File: src/rtl/nn_argmax_classifier_pkg.sv
// ============================================================================
// Module      : nn_pkg
// Description : Shared constants and FSM encoding for the vfr_nn argmax stage.
// Revision    : 1.0 - initial release
// ============================================================================
`default_nettype none

package nn_pkg;

    localparam int NN_WIDTH       = 16;
    localparam int NN_FRAC        = 8;
    localparam int NN_NUM_CLASSES = 10;
    localparam int NN_IDX_W       = 4;

    localparam logic signed [NN_WIDTH-1:0] MIN_SCORE = {1'b1, {(NN_WIDTH-1){1'b0}}};

    typedef enum logic [1:0] {
        IDLE = 2'd0,
        SCAN = 2'd1,
        DONE = 2'd2
    } state_t;

endpackage

`default_nettype wire

File: src/rtl/nn_argmax_classifier_if.sv
// ============================================================================
// Module      : nn_argmax_classifier_if
// Description : Score-set input and result output handshakes of the argmax
//               classifier. Optional reject flag under ARGMAX_THRESH_EN.
// Revision    : 1.0 - initial release
// ============================================================================
`default_nettype none

interface nn_argmax_classifier_if
    import nn_pkg::*;
#(
    parameter int WIDTH = NN_WIDTH,
    parameter int IDX_W = NN_IDX_W
);
    logic                    in_valid;
    logic                    in_ready;
    logic signed [WIDTH-1:0] net_output1;
    logic signed [WIDTH-1:0] net_output2;
    logic signed [WIDTH-1:0] net_output3;
    logic signed [WIDTH-1:0] net_output4;
    logic signed [WIDTH-1:0] net_output5;
    logic signed [WIDTH-1:0] net_output6;
    logic signed [WIDTH-1:0] net_output7;
    logic signed [WIDTH-1:0] net_output8;
    logic signed [WIDTH-1:0] net_output9;
    logic signed [WIDTH-1:0] net_output10;
    logic                    out_valid;
    logic                    out_ready;
    logic [IDX_W-1:0]        class_idx;
    logic signed [WIDTH-1:0] max_score;
    logic [WIDTH-1:0]        margin;
`ifdef ARGMAX_THRESH_EN
    logic                    reject;
`endif

    modport master (
        output in_valid, net_output1, net_output2, net_output3, net_output4,
               net_output5, net_output6, net_output7, net_output8,
               net_output9, net_output10, out_ready,
        input  in_ready, out_valid, class_idx, max_score, margin
`ifdef ARGMAX_THRESH_EN
        , input reject
`endif
    );

    modport slave (
        input  in_valid, net_output1, net_output2, net_output3, net_output4,
               net_output5, net_output6, net_output7, net_output8,
               net_output9, net_output10, out_ready,
        output in_ready, out_valid, class_idx, max_score, margin
`ifdef ARGMAX_THRESH_EN
        , output reject
`endif
    );

endinterface

`default_nettype wire

File: src/rtl/nn_argmax_classifier_argmax_update.sv
// ============================================================================
// Module      : argmax_update
// Description : One running top-2 compare step (signed, lowest index wins ties).
// Revision    : 1.0 - initial release
// ============================================================================
`default_nettype none

module argmax_update
    import nn_pkg::*;
#(
    parameter int WIDTH = NN_WIDTH,
    parameter int IDX_W = NN_IDX_W
) (
    input  wire logic signed [WIDTH-1:0] s,
    input  wire logic [IDX_W-1:0]        cnt,
    input  wire logic signed [WIDTH-1:0] best,
    input  wire logic signed [WIDTH-1:0] second,
    input  wire logic [IDX_W-1:0]        idx,
    output logic signed [WIDTH-1:0]      best_nxt,
    output logic signed [WIDTH-1:0]      second_nxt,
    output logic [IDX_W-1:0]             idx_nxt
);

    always_comb begin
        best_nxt   = best;
        second_nxt = second;
        idx_nxt    = idx;
        if (s > best) begin
            second_nxt = best;
            best_nxt   = s;
            idx_nxt    = cnt;
        end else if (s > second) begin
            // A score equal to best lands here, which yields a zero margin.
            second_nxt = s;
        end
    end

endmodule

`default_nettype wire

File: src/rtl/nn_argmax_classifier.sv
// ============================================================================
// Module      : nn_argmax_classifier
// Description : Captures ten signed scores, scans them one per cycle and
//               reports the winning class, score and margin over runner-up.
//               Optional margin-threshold reject flag: ARGMAX_THRESH_EN.
// Revision    : 1.0 - initial release
// ============================================================================
`default_nettype none

module nn_argmax_classifier
    import nn_pkg::*;
#(
    parameter int WIDTH       = NN_WIDTH,
    parameter int FRAC        = NN_FRAC,
    parameter int NUM_CLASSES = NN_NUM_CLASSES,
    parameter int IDX_W       = NN_IDX_W
`ifdef ARGMAX_THRESH_EN
    ,
    parameter logic signed [WIDTH-1:0] THRESH = WIDTH'(16'sh0080)
`endif
) (
    input  wire logic              clk,
    input  wire logic              rst,
    nn_argmax_classifier_if.slave  bus
);

    localparam logic signed [WIDTH-1:0] c_min_score = {1'b1, {(WIDTH-1){1'b0}}};
    localparam logic [IDX_W-1:0]        c_last_idx  = IDX_W'(NUM_CLASSES - 1);

    // FRAC only describes the fixed-point format; arithmetic is scale-free.
    if (FRAC >= WIDTH) begin : g_frac_guard
    end

    state_t                  r_state;
    logic signed [WIDTH-1:0] r_score [NUM_CLASSES];
    logic [IDX_W-1:0]        r_cnt;
    logic [IDX_W-1:0]        r_idx;
    logic signed [WIDTH-1:0] r_best;
    logic signed [WIDTH-1:0] r_second;
    logic                    r_in_ready;
    logic                    r_out_valid;
    logic [IDX_W-1:0]        r_class_idx;
    logic signed [WIDTH-1:0] r_max_score;
    logic [WIDTH-1:0]        r_margin;

    logic signed [WIDTH-1:0] w_s;
    logic signed [WIDTH-1:0] w_best_nxt;
    logic signed [WIDTH-1:0] w_second_nxt;
    logic [IDX_W-1:0]        w_idx_nxt;
    logic signed [WIDTH:0]   w_margin_full;

    assign w_s = r_score[r_cnt];

    argmax_update #(
        .WIDTH (WIDTH),
        .IDX_W (IDX_W)
    ) u_update (
        .s          (w_s),
        .cnt        (r_cnt),
        .best       (r_best),
        .second     (r_second),
        .idx        (r_idx),
        .best_nxt   (w_best_nxt),
        .second_nxt (w_second_nxt),
        .idx_nxt    (w_idx_nxt)
    );

    // One extra bit so best - second never wraps; the result is always >= 0.
    assign w_margin_full = {w_best_nxt[WIDTH-1], w_best_nxt}
                         - {w_second_nxt[WIDTH-1], w_second_nxt};

`ifdef ARGMAX_THRESH_EN
    localparam logic signed [WIDTH:0] c_thresh = {THRESH[WIDTH-1], THRESH};
    logic r_reject;
`endif

    always_ff @(posedge clk) begin
        if (rst) begin
            r_state     <= IDLE;
            r_cnt       <= '0;
            r_idx       <= '0;
            r_best      <= '0;
            r_second    <= '0;
            r_in_ready  <= 1'b1;
            r_out_valid <= 1'b0;
            r_class_idx <= '0;
            r_max_score <= '0;
            r_margin    <= '0;
            for (int i = 0; i < NUM_CLASSES; i++) begin
                r_score[i] <= '0;
            end
`ifdef ARGMAX_THRESH_EN
            r_reject    <= 1'b0;
`endif
        end else begin
            case (r_state)
                IDLE: begin
                    if (bus.in_valid) begin
                        r_score[0] <= bus.net_output1;
                        r_score[1] <= bus.net_output2;
                        r_score[2] <= bus.net_output3;
                        r_score[3] <= bus.net_output4;
                        r_score[4] <= bus.net_output5;
                        r_score[5] <= bus.net_output6;
                        r_score[6] <= bus.net_output7;
                        r_score[7] <= bus.net_output8;
                        r_score[8] <= bus.net_output9;
                        r_score[9] <= bus.net_output10;
                        r_best     <= bus.net_output1;
                        r_idx      <= '0;
                        r_second   <= c_min_score;
                        r_cnt      <= IDX_W'(1);
                        r_in_ready <= 1'b0;
                        r_state    <= SCAN;
                    end
                end
                SCAN: begin
                    r_best   <= w_best_nxt;
                    r_second <= w_second_nxt;
                    r_idx    <= w_idx_nxt;
                    if (r_cnt == c_last_idx) begin
                        r_cnt       <= '0;
                        r_class_idx <= w_idx_nxt;
                        r_max_score <= w_best_nxt;
                        r_margin    <= w_margin_full[WIDTH-1:0];
`ifdef ARGMAX_THRESH_EN
                        r_reject    <= (w_margin_full < c_thresh);
`endif
                        r_out_valid <= 1'b1;
                        r_state     <= DONE;
                    end else begin
                        r_cnt <= r_cnt + IDX_W'(1);
                    end
                end
                DONE: begin
                    if (bus.out_ready) begin
                        r_out_valid <= 1'b0;
                        r_in_ready  <= 1'b1;
                        r_state     <= IDLE;
                    end
                end
                default: begin
                    r_out_valid <= 1'b0;
                    r_in_ready  <= 1'b1;
                    r_state     <= IDLE;
                end
            endcase
        end
    end

    assign bus.in_ready  = r_in_ready;
    assign bus.out_valid = r_out_valid;
    assign bus.class_idx = r_class_idx;
    assign bus.max_score = r_max_score;
    assign bus.margin    = r_margin;
`ifdef ARGMAX_THRESH_EN
    assign bus.reject    = r_reject;
`endif

endmodule

`default_nettype wire

File: src/flat_wrapper.sv
// flat-port wrapper written by rule: the top's interface ports become plain ports
module nn_argmax_classifier_flat import nn_pkg::*;
#(
    parameter int WIDTH       = NN_WIDTH,
    parameter int FRAC        = NN_FRAC,
    parameter int NUM_CLASSES = NN_NUM_CLASSES,
    parameter int IDX_W       = NN_IDX_W

)
  (clk, rst, bus_in_valid, bus_net_output1, bus_net_output2, bus_net_output3, bus_net_output4, bus_net_output5, bus_net_output6, bus_net_output7, bus_net_output8, bus_net_output9, bus_net_output10, bus_out_ready, bus_in_ready, bus_out_valid, bus_class_idx, bus_max_score, bus_margin);
  nn_argmax_classifier_if #(.WIDTH(WIDTH), .IDX_W(IDX_W)) bus_i ();
  input  wire logic clk;
  input  wire logic rst;
  input wire logic [$bits(bus_i.in_valid)-1:0] bus_in_valid;
  input wire logic [$bits(bus_i.net_output1)-1:0] bus_net_output1;
  input wire logic [$bits(bus_i.net_output2)-1:0] bus_net_output2;
  input wire logic [$bits(bus_i.net_output3)-1:0] bus_net_output3;
  input wire logic [$bits(bus_i.net_output4)-1:0] bus_net_output4;
  input wire logic [$bits(bus_i.net_output5)-1:0] bus_net_output5;
  input wire logic [$bits(bus_i.net_output6)-1:0] bus_net_output6;
  input wire logic [$bits(bus_i.net_output7)-1:0] bus_net_output7;
  input wire logic [$bits(bus_i.net_output8)-1:0] bus_net_output8;
  input wire logic [$bits(bus_i.net_output9)-1:0] bus_net_output9;
  input wire logic [$bits(bus_i.net_output10)-1:0] bus_net_output10;
  input wire logic [$bits(bus_i.out_ready)-1:0] bus_out_ready;
  output wire logic [$bits(bus_i.in_ready)-1:0] bus_in_ready;
  output wire logic [$bits(bus_i.out_valid)-1:0] bus_out_valid;
  output wire logic [$bits(bus_i.class_idx)-1:0] bus_class_idx;
  output wire logic [$bits(bus_i.max_score)-1:0] bus_max_score;
  output wire logic [$bits(bus_i.margin)-1:0] bus_margin;
  assign bus_i.in_valid = bus_in_valid;
  assign bus_i.net_output1 = bus_net_output1;
  assign bus_i.net_output2 = bus_net_output2;
  assign bus_i.net_output3 = bus_net_output3;
  assign bus_i.net_output4 = bus_net_output4;
  assign bus_i.net_output5 = bus_net_output5;
  assign bus_i.net_output6 = bus_net_output6;
  assign bus_i.net_output7 = bus_net_output7;
  assign bus_i.net_output8 = bus_net_output8;
  assign bus_i.net_output9 = bus_net_output9;
  assign bus_i.net_output10 = bus_net_output10;
  assign bus_i.out_ready = bus_out_ready;
  assign bus_in_ready = bus_i.in_ready;
  assign bus_out_valid = bus_i.out_valid;
  assign bus_class_idx = bus_i.class_idx;
  assign bus_max_score = bus_i.max_score;
  assign bus_margin = bus_i.margin;
  nn_argmax_classifier #(.WIDTH(WIDTH), .FRAC(FRAC), .NUM_CLASSES(NUM_CLASSES), .IDX_W(IDX_W)) u_core (.clk(clk), .rst(rst), .bus(bus_i));
endmodule
File: config.mk
export PLATFORM = sky130hd
export DESIGN_NAME = nn_argmax_classifier_flat
export DESIGN_NICKNAME = d
export VERILOG_FILES = /design/src/rtl/nn_argmax_classifier_pkg.sv /design/src/rtl/nn_argmax_classifier_if.sv /design/src/rtl/nn_argmax_classifier_argmax_update.sv /design/src/rtl/nn_argmax_classifier.sv /design/src/flat_wrapper.sv
export SDC_FILE = /design/constraint.sdc
export NUM_CORES = 1
export LEC_CHECK = 0
export ABC_AREA = 1
export CORE_ASPECT_RATIO = 0.7
export CORE_UTILIZATION = 41
export CTS_CLUSTER_SIZE = 8
export DETAILED_ROUTE_END_ITERATION = 10
export PLACE_DENSITY_LB_ADDON = 0.1
export SETUP_SLACK_MARGIN = 0.1
export SYNTH_ARGS = -nofsm -noshare
export SYNTH_HDL_FRONTEND = slang
export SYNTH_HIERARCHICAL = 1
export SYNTH_SLANG_ARGS = --single-unit
File: constraint.sdc
create_clock -name clk -period 5.2 [get_ports clk]
set_input_delay 0.78 -clock clk [delete_from_list [all_inputs] [get_ports clk]]
set_output_delay 0.78 -clock clk [all_outputs]
set_load 0.05 [all_outputs]
# Word-level counts from Yosys, hierarchy flattened
# Memories as Yosys holds them, arrays and structs flattened. A register that Yosys moved wholly into a read port is not among the register bits.
# Index checks and enable logic that the tools add are counted.
# totals
ramBits,160
mem_bits_ro,0
inputBits,164
ff_bits,80
out_inout_bits,38
word_cells,81
n_memories,1
latchBits,0
# mem_list
name,depth,word_bits,read_ports,rd_clocked_by_memory_dff,wr,line,text
u_core.r_score,10,16,1,1,10,nn_argmax_classifier.sv:35,logic signed [WIDTH-1:0] r_score [NUM_CLASSES];
# op_classes
muxes,41
mul,0
bitwise_logic,12
n_div,0
add_sub_neg,2
n_eq_ne,6
reduce_logical,7
shift,0
order_cmp,2
# op_table
cell,n
$mux 16,15
$pmux 16 s2,2
$gt 16x16->1,2
$mux 4,6
$pmux 4 s2,2
$sub 16x16->16,1
$mux 1,10
$or 1x1->1,10
$reduce_and 3->1,3
$mux 2,3
$pmux 1 s3,2
$pmux 2 s3,1
$add 4x1->4 const B,1
$eq 4x4->1 const B,1
$ne 2x2->1 const B,2
$reduce_and 2->1,2
$eq 2x1->1 const B,1
$eq 2x2->1 const B,1
$logic_not 2->1,1
$ne 2x1->1 const B,1
$not 1->1,2
$reduce_bool 2->1,1

# Longest topological paths before layout
# Gate-level depths: netlist of the first run.
# depth
depth_word,5
ltp_mapped,38
ltp_nobuf,35

# Hierarchy
# Netlist of the first run, hierarchy kept.
# modules_own_cells
mod,cells_each,seq_area_each_um2,area_per_inst_um2,instances
nn_argmax_classifier,1362,6486.2,11584.9,1
argmax_update,295,0.0,1735.4,1

# Worst setup path after synthesis of the first run
# No wires, ideal clock.
# synth_timing
path_type,input port to flip-flop
start,in rst
end,"mem u_core/r_score[0][0] in the netlist's numbering, enable pin"
path_buffers,2
required_time_ns,3.877
path_slack_ns,-0.083
arrival_ns,3.960
setup_time_ns,1.323
path_stages,4
cell_sequence,buf_2 inv_1 clkbuf_1 nand2_1
# synth_lines
item,line,text
from (decl),flat_wrapper.sv:13,input wire logic rst;
to (decl),nn_argmax_classifier.sv:35,

==> metrics, run 1 <==
antenna violations before repair=1; DR WL/cell=18.2 um; Synth Register Bits=244; Top Ports=202; most used cell, CP=nand2_1; final wirelength=42,800 um; Post-DP HPWL=31,300 um; area of the die=33,200 um^2; Post-Synth Simple-Gate Area=21.6%; die width=217 um; CTS clk-pin slew, worst paths=50 ps; Syn Inst Count=1,657; Clock Sink Count=244; mean post-synth cell area=8.04 um^2; CTS tree=done; fmax=212 MHz; CTS root buf=clkbuf_16; Fin Setup TNS=0 ps; Seq/Total Area, Yosys=48.7%; Die Y=153 um; Mapped Nets=1,871; status=completed; Slew Limit Fails=0; worst-path fanout max=28; Vias/cell=5.12; Inserted Diodes=0; post-synthesis compound-gate area fraction=12.2%; IR drop worst, VDD=0.244 mV; hold buffer count at CTS=0; GRT overflow=0; xor and xnor fraction of the mapped netlist area=0.329%; Power Density=452 nW/um^2; CTS buffer count=36; Final period util=90.9%; GPL Wtd Cong=0.924; Power, Total=7.84 mW; yosys warns=6; DR pass1 iterations=5; largest net degree at the start of global routing=113; final setup fails=0; HP Class=flip-flop to flip-flop; DRC viols=0; largest family of logic cells by synthesized area=simple AND/OR/NAND/NOR gates; layout cells sized above 1=10.5%; family with the most delay on the worst path=simple AND/OR/NAND/NOR gates; critical path data required time=5630 ps; 1st-iter DRT viols=1,262; LEAKAGE=7.90 nW; H-Tree Depth=2; final critical-path required period=4730 ps; Mapped Area=13,300 um^2; clk buf depth=3; row count=54; hold_ws=461 ps; Slew headroom=52.4%; RSZ-0062 raised after global routing=no; crit path buf inv count=5; CP max stage cell=ha_1; critical path data arrival time=5160 ps; Layout Nets=2,135; GRT Overall Usage=26.1%; Vias=12,059; antenna-violating nets left=0; first-pass GRT wire length=66,200 um; core area=31,600 um^2; Layout Utilization=55.0%; Post-Synth Adder-Cell Area=4.75%; critical path class=flip-flop to flip-flop; maxcap violations=0; Skew-Pair Late Insertion Delay=550 ps; area grow syn2layout=30.3%; IO Port Bufs=201; final hold violations=0; vias in the first global route=11,653; Netlist cell types=44; Worst Setup End Kind=flip-flop; mux cell area share after synthesis=0%; Layout Skew=21.2 ps; Initial Util=42.2%; crit start category=flip-flop; Slew @ Worst Pin=714 ps; CP peak stage delay=380 ps
worst min-delay path: cells and delay by family (launching register included):
family             cells  cell delay (ps)
AOI/OAI and AO/OA      1               50
and+or+nand+nor        1               60
DFF                    1              300
area by class of cell:
class / instances / area [um^2]
Timing Repair Buffer: 310 / 2920
Clock buffer: 48 / 946
Sequential cell: 244 / 6490
Tap cell: 420 / 526
Multi-Input combinational cell: 1025 / 5240
Clock inverter: 4 / 81.3
Fill cell: 3018 / 14200
Inverter: 304 / 1150
power breakdown:
part | switching (mW) | internal [mW] | total [mW]
logic | 1.95 | 1.41 | 3.36
clock network | 0.889 | 1.27 | 2.16
registers | 0.0844 | 2.24 | 2.32
total | 2.93 | 4.92 | 7.84
cells in the mapped netlist (all sizes together):
master | instances | area, um^2
o21a | 1 | 7.51
dfxtp | 84 | 1680
a22oi | 16 | 120
nor3 | 5 | 30.0
o21bai | 1 | 7.51
o211ai | 35 | 263
clkinv | 1 | 5.00
nand4 | 38 | 244
xnor2 | 1 | 8.76
a31oi | 16 | 100
nor2 | 322 | 1230
clkbuf | 29 | 113
nand2 | 266 | 1010
nand3 | 57 | 348
buf | 55 | 392
edfxtp | 160 | 4800
o32ai | 1 | 16.3
o21ai | 159 | 833
a211oi | 1 | 12.5
o41ai | 1 | 8.76
or2 | 2 | 12.5
o221a | 1 | 11.3
ha | 49 | 613
inv | 303 | 1140
a21oi | 46 | 234
xor2 | 4 | 35.0
a21o | 2 | 15.0
fa | 1 | 20.0
routing by layer:
metal | global-route usage [%] | vias to the layer above | wire length (um) | share of wire, %
li1 | - | 5860 | - | -
met1 | 40.1 | 5746 | 21400 | 50
met2 | 35.6 | 396 | 16900 | 39
met3 | 7.27 | 57 | 3840 | 9.0
met4 | 5.94 | 0 | 738 | 1.7
met5 | 0 | - | 0 | 0
sequential cells by signal (all words and copies together), names as in the netlist, named ones only:
name	cells
u_core/bus.out_valid	1
u_core/r_score	160
u_core/r_second	16
u_core/bus.in_ready	1
u_core/bus.max_score	16
u_core/r_best	16
u_core/r_idx	4
u_core/r_cnt	4
u_core/r_state	2
u_core/bus.class_idx	4
u_core/bus.margin	16
cell families (layout without fill, tap and decap cells):
group | Yosys count | in the layout
buf+inv | 388 | 666
xor+xnor | 5 | 5
fa+ha+maj | 50 | 50
compound gates | 280 | 280
flops | 244 | 244
simple gates | 690 | 690
what timing repair did:
action,4_1_cts,5_1_grt
setup endpoints to repair,0,8
setup buffers,0,2
gates resized for setup,0,19
cell usage in the layout (no fill, tap or decap), types with 2 or more instances in the layout:
master	count
nor2_1	317
inv_1	296
nand2_1	258
clkdlybuf4s50_1	201
edfxtp_1	160
o21ai_0	129
buf_4	102
dfxtp_1	82
ha_1	49
nand3_1	44
a21oi_1	44
clkbuf_16	37
nand4_1	37
o211ai_1	35
o21ai_1	19
a31oi_1	16
a22oi_1	16
clkbuf_1	12
nand3_2	12
o21ai_2	11
nand2_2	6
buf_12	6
inv_2	5
nor3_1	4
xor2_1	4
nor2_2	3
clkinv_16	2
clkinv_2	2
nor2_4	2
or2_2	2
a21o_1	2
final timing paths:
path                          endpoint  slack (ps)            start  depth (start not counted)
setup / recovery  u_core/bus.margin[9]         470        flip-flop                         31
hold / removal         u_core/r_idx[1]         460  u_core/r_idx[1]                          2
setup reg to reg  u_core/bus.margin[9]         470        flip-flop                         31
hold reg to reg        u_core/r_idx[1]         460  u_core/r_idx[1]                          2
metrics by stage:
step / instance area, um^2 / setup WS, ps / instances
floorplan: 13300 / 1250 / 1657
global placement: 16200 / 350 / 2300
detailed placement: 16200 / 296 / 2300
CTS: 17300 / 263 / 2352
global route: 17400 / 111 / 2355
finish: 17400 / 472 / 2355
Power figures use the tool's default switching activity.
==> run 2, diff against run 1 <==
CORE_UTILIZATION = 40   (was 41)
TNS_END_PERCENT = 100   (was default)
==> run 2 against run 1 <==
  * The flow now finishes with violations (design-rule violations)
  * Final cell count increased by 0.51%
  * Clock power about the same
  * Critical path depth decreased by 3
  * Global-route usage decreased by 1.3 points
  * First-iteration DRC count increased by 10%
  * Register-to-register slack got worse by 30 ps
  * Utilization decreased by 1.7 points
  * Sequential cell count unchanged
  * Fmax decreased by 0.70%
  * Power about the same
  * Critical endpoint is now u_core/bus.margin[11]
==> metrics, run 2 (synthesis results as in run 1) <==
status=complete, but fails checks; violated checks=design-rule violations; Top Ports=202 (unchanged); GR peak layer=met1; Vias=11,881 (-1.5%); GRT overflow=0 (unchanged); CTS clk-pin slew, worst paths=50 ps (about the same); Finished Cell Area=17,300 um^2 (about the same); Largest Register=u_core/r_score; RSZ-0062 raised after global routing=no; area of the die=34,000 um^2 (+2.5%); first-pass GRT wire length=63,900 um (-3.4%); maxcap violations=0 (unchanged); Vias/cell=5.02 (-2.0%); grt met2 use=34.2% (-1.4 points); Skew-Pair Late Insertion Delay=540 ps (about the same); Layout Skew=21.0 ps (-0.109 ps); post-route insts no fill=2,367 (+0.51%); cts repair resizes=0 (unchanged); row count=55 (+1.9%); DP Area=16,200 um^2 (about the same); IO Port Bufs=201 (unchanged); fmax=210 MHz (-0.70%); Slew @ Worst Pin=912 ps (+198 ps); LEAKAGE=7.88 nW (-0.22%); GPL Wtd Cong=0.945 (+2.3%); CTS buffer count=36 (unchanged); Worst Setup End Kind=flip-flop; DRC viols=14 (+14); final hold violations=0 (unchanged); layout cells sized above 1=10.1% (-0.43 points); DR WL/cell=17.5 um (-3.6%); H-Tree Depth=2 (unchanged); met3 Resource Use GR=6.73% (-0.54 points); hold buffer count at CTS=0 (unchanged); CP peak stage delay=440 ps (+60 ps); DR pass1 iterations=8 (+3); Layout Nets=2,131 (-0.19%); Hold Startpoint=u_core/bus.out_valid; area of the multi-input gates=5210 um^2 (-0.53%); critical path class=flip-flop to flip-flop; Clock Sink Count=244 (unchanged); largest net degree at the start of global routing=97 (-14%); critical path data arrival time=5180 ps (+20 ps); worst-path fanout max=28 (unchanged); core area=32,600 um^2 (+3.2%); Setup Buffers After CTS=0 (unchanged); final setup fails=0 (unchanged); antenna-violating nets left=0 (unchanged); die width=220 um (+1.2%); CTS tree=done; antenna violations before repair=2 (+1); GRT Overall Usage=24.8% (-1.3 points); leading cell type in the layout, fill and taps excluded=nor2_1; vias in the first global route=11,505 (-1.3%); Inst Count DP=2,306 (+0.26%); Power, Total=7.84 mW (about the same); most used cell, CP=nand2_1; IR drop worst, VDD=0.217 mV (-11%); Post-DP HPWL=31,100 um (-0.81%); Power Density=452 nW/um^2 (+0.10%); HP Class=flip-flop to flip-flop; critical path data required time=5620 ps (about the same); met1 GRT Util=38.0% (-2.1 points); 1st-iter DRT viols=1,393 (+10%); Slew Limit Fails=0 (unchanged); family with the most delay on the worst path=compound AO/OA/AOI/OAI gates; Final period util=91.6% (+0.64 points); Fin Setup TNS=0 ps (unchanged); Die Y=155 um (+1.2%); # fillers=3,158 (+4.6%); crit path buf inv count=5 (unchanged); crit start category=flip-flop; Initial Util=40.9% (-1.3 points); area grow syn2layout=30.2% (about the same); CP max stage cell=dfxtp_4; Reg area=6490 um^2 (unchanged); most frequent cells in the layout=317 x nor2_1, 296 x inv_1, 260 x nand2_1, 201 x clkdlybuf4s50_1, 160 x edfxtp_1; max FFs per register=160 (unchanged); final wirelength=41,500 um (-3.1%); final critical-path required period=4760 ps (+33.3 ps); CTS root buf=clkbuf_16; Slew headroom=39.2% (-13 points); clk buf depth=3 (unchanged)
run 2: cell count changes in the layout (fill, tap and decap cells not counted), sizes merged:
cell / delta
clkbuf: +7
diode: +1
buf: -3
run 2: power breakdown:
| part | switching, mW | total [mW] | internal [mW] | leakage, nW |
|---|---|---|---|---|
| combinational | 1.95 | 3.34 | 1.39 | 4.97 |
| clock | 0.887 | 2.19 | 1.30 | 0.501 |
| sequential | 0.0822 | 2.32 | 2.24 | 2.41 |
| total | 2.92 | 7.84 | 4.93 | 7.88 |
run 2: stage by stage:
stage / util (%) / setup slack, ps / hold slack (ps)
after floorplan: - / 1250 / 440
after global placement: 49.9 / 255 / 439
after detailed placement: 49.9 / 326 / 444
after CTS: 53.2 / 312 / 456
after global routing: 53.3 / 131 / 488
final: 53.3 / 439 / 453
run 2: path summary, 6_finish.rpt:
kind,end,slack (ps),depth (start not counted)
max,u_core/bus.margin[11],440,28
min,u_core/bus.out_valid,450,2
max reg2reg,u_core/bus.margin[11],440,28
min reg2reg,u_core/bus.out_valid,450,2
run 2: area by class of cell:
type / instances / share of cell area, %
Tap cell: 427 / 3.08
Timing Repair Buffer: 306 / 16.7
Clock buffer: 56 / 5.63
Sequential cell: 244 / 37.4
Antenna cell: 1 / 0.0144
Multi-Input combinational cell: 1025 / 30.1
Clock inverter: 4 / 0.469
Inverter: 304 / 6.63
run 2: routing by layer:
metal	share of wire (%)	vias up
met3	8.5	51
met1	50	5564
met4	1.4	4
li1	-	5850
met2	40	412
met5	0.065	-
run 2: worst min-delay path: cells and delay by family, from the launching register on:
family,cells,cell delay [ps]
flip-flops,1,300
AND/OR/NAND/NOR,2,100
==> run 3, diff against run 2 <==
CORE_MARGIN = 5   (was default)
SLEW_MARGIN = 20   (was default)
==> run 3 against run 2 <==
  * The flow now finishes without violations
  * Non-clock buffer count shrank 9
  * Clock power is essentially flat
  * Critical path depth rose by 1
  * Critical path type unchanged
==> metrics, run 3 (synthesis results as in run 1) <==
status=completed; HP Class=flip-flop to flip-flop; GRT overflow=0 (unchanged); DRC viols=0 (-14); hold buffer count at CTS=0 (unchanged); hold_ws=452 ps (-1.27 ps); core area=32,600 um^2 (+0.21%); internal power=4.88 mW (-0.97%); layout cells sized above 1=9.94% (-0.17 points); Hold EP=u_core/bus.out_valid; Final period util=91.0% (-0.54 points); cts repair resizes=0 (unchanged); Largest Register=u_core/r_score; Top Ports=202 (unchanged); reg2reg path depth=29 (+3.6%); Worst R2R End=u_core/bus.margin[9]; CP peak stage delay=390 ps (-50 ps); most used cell, CP=nand2_1; crit path buf inv count=7 (+2); CTS root buf=clkbuf_16; fin worst setup slack=467 ps (+28.2 ps); DR pass1 iterations=5 (-3); CTS buffer count=36 (unchanged); critical path data arrival time=5150 ps (-30 ps); P_sw=2.89 mW (-1.0%); final wirelength=43,100 um (+3.8%); worst reg2reg setup slack=470 ps (+30 ps); family with the most delay on the worst path=simple AND/OR/NAND/NOR gates; leading cell type in the layout, fill and taps excluded=nor2_1; Slew headroom=40.3% (+1.1 points); Slew Limit Fails=0 (unchanged); antenna-violating nets left=0 (unchanged); largest net degree at the start of global routing=108 (+11%); critical path data required time=5620 ps (about the same); part of the power in combinational logic=41.8% (-0.8 points); Layout Nets=2,122 (-0.42%); CTS clk-pin slew, worst paths=50 ps (about the same); vias in the first global route=11,619 (+0.99%); CP max stage cell=dfxtp_4; 1st-iter DRT viols=1,145 (-18%); area grow syn2layout=29.9%; final critical-path required period=4730 ps (-28.2 ps); IO Port Bufs=201 (unchanged); Clock Sink Count=244 (unchanged); Skew-Pair Late Insertion Delay=540 ps (about the same); Worst Setup End Kind=flip-flop; Layout Utilization=53.0% (-0.24 points); max FFs per register=160 (unchanged); crit start category=flip-flop; area of the die=37,100 um^2 (+9.0%); final setup fails=0 (unchanged); LEAKAGE=7.86 nW (-0.29%); maxcap violations=0 (unchanged); DR WL/cell=18.3 um (+4.6%); Power Density=449 nW/um^2 (-0.75%); Vias/cell=5.08 (+1.1%); Initial Util=40.8% (-0.086 points); Layout Skew=15.6 ps (-5.46 ps); Fin Setup TNS=0 ps (unchanged); most frequent cells in the layout=317 x nor2_1, 296 x inv_1, 260 x nand2_1, 201 x clkdlybuf4s50_1, 160 x edfxtp_1; Sw Share=37.2% (about the same); first-pass GRT wire length=66,100 um (+3.5%); GPL Wtd Cong=0.915 (-3.2%); IR drop worst, VDD=0.252 mV (+16%); die width=228 um (+3.6%); sequential share of power=29.9% (+0.3 points); Die Y=163 um (+5.2%); Setup Buffers After CTS=0 (unchanged); Inserted Diodes=0 (-1); Setup Slack @ Placement=321 ps (-5.27 ps); Hold Startpoint=u_core/bus.out_valid; CTS tree=done; Post-DP HPWL=32,100 um (+3.5%); row count=55 (unchanged); GRT Overall Usage=22.7% (-2.1 points); fmax=211 MHz (+0.60%); critical path class=flip-flop to flip-flop; Slew @ Worst Pin=896 ps (-16.1 ps); final hold violations=0 (unchanged); RSZ-0062 raised after global routing=no; antenna violations before repair=2 (unchanged); clk buf depth=3 (unchanged); Vias=11,925 (+0.37%); Hold Path Stages=2 (unchanged); H-Tree Depth=2 (unchanged); clock power share=28.3% (+0.4 points); worst-path fanout max=24 (-14%)
[run 3: cell types whose count changed in the layout (fill, tap and decap cells not counted), moves of 2 or more]
cell      change
clkbuf_1      -8
o21ai_0       -2
buf_4        -10
o21ai_1       -2
o21ai_2       +4
[run 3: worst register-to-register path, delay by kind of cell (launching register included)]
kind                       cells  cell delay (ps)
and+or+nand+nor               14             1620
AOI/OAI and AO/OA              6             1030
buffers and inverters          7              980
adders and majority gates      2              600
DFF                            1              390
[run 3: area by class of cell]
cell class | count | area, um^2
clock inverters | 4 | 106
clock buffers | 48 | 946
well taps | 427 | 534
inverters | 304 | 1150
fillers | 3209 | 15300
repair buffers | 297 | 2840
flip-flops and latches | 244 | 6490
multi-input cells | 1025 | 5240
[run 3: worst max path at each step]
stage / start / endpoint / slack (ps) / depth (start not counted)
after floorplan: flip-flop / u_core/bus.margin[8] / 1250 / 31
after global placement: flip-flop / u_core/bus.margin[9] / 330 / 33
after detailed placement: flip-flop / u_core/bus.margin[11] / 320 / 33
after CTS: flip-flop / u_core/bus.margin[11] / 310 / 33
after global routing: flip-flop / u_core/bus.margin[11] / 100 / 31
final: flip-flop / u_core/bus.margin[9] / 470 / 29
[run 3: per-layer routing]
metal | wire length (um) | GRT usage (%) | part of all wire, % | vias to the layer above
met5 | 13 | 0 | 0.030 | -
met4 | 699 | 4.78 | 1.6 | 2
met3 | 3520 | 5.37 | 8.2 | 49
met2 | 17300 | 31.8 | 40 | 427
met1 | 21600 | 35.4 | 50 | 5613
li1 | - | - | - | 5834
[run 3: stage by stage]
step                instance area (um^2)  instances  power (mW)
floorplan                          13300       1657        4.25
global placement                   16200       2297        5.50
detailed placement                 16200       2297        5.51
CTS                                17200       2349        7.74
global route                       17300       2349        8.32
finish                             17300       2349        7.77
[run 3: power by group through the flow]
| stage | registers [mW] | clock network (mW) | logic, mW |
|---|---|---|---|
| floorplan | 2.32 | 0 | 1.93 |
| global placement | 2.36 | 0 | 3.14 |
| detailed placement | 2.36 | 0 | 3.15 |
| CTS | 2.32 | 2.25 | 3.17 |
| global route | 2.34 | 2.33 | 3.65 |
| finish | 2.33 | 2.20 | 3.24 |
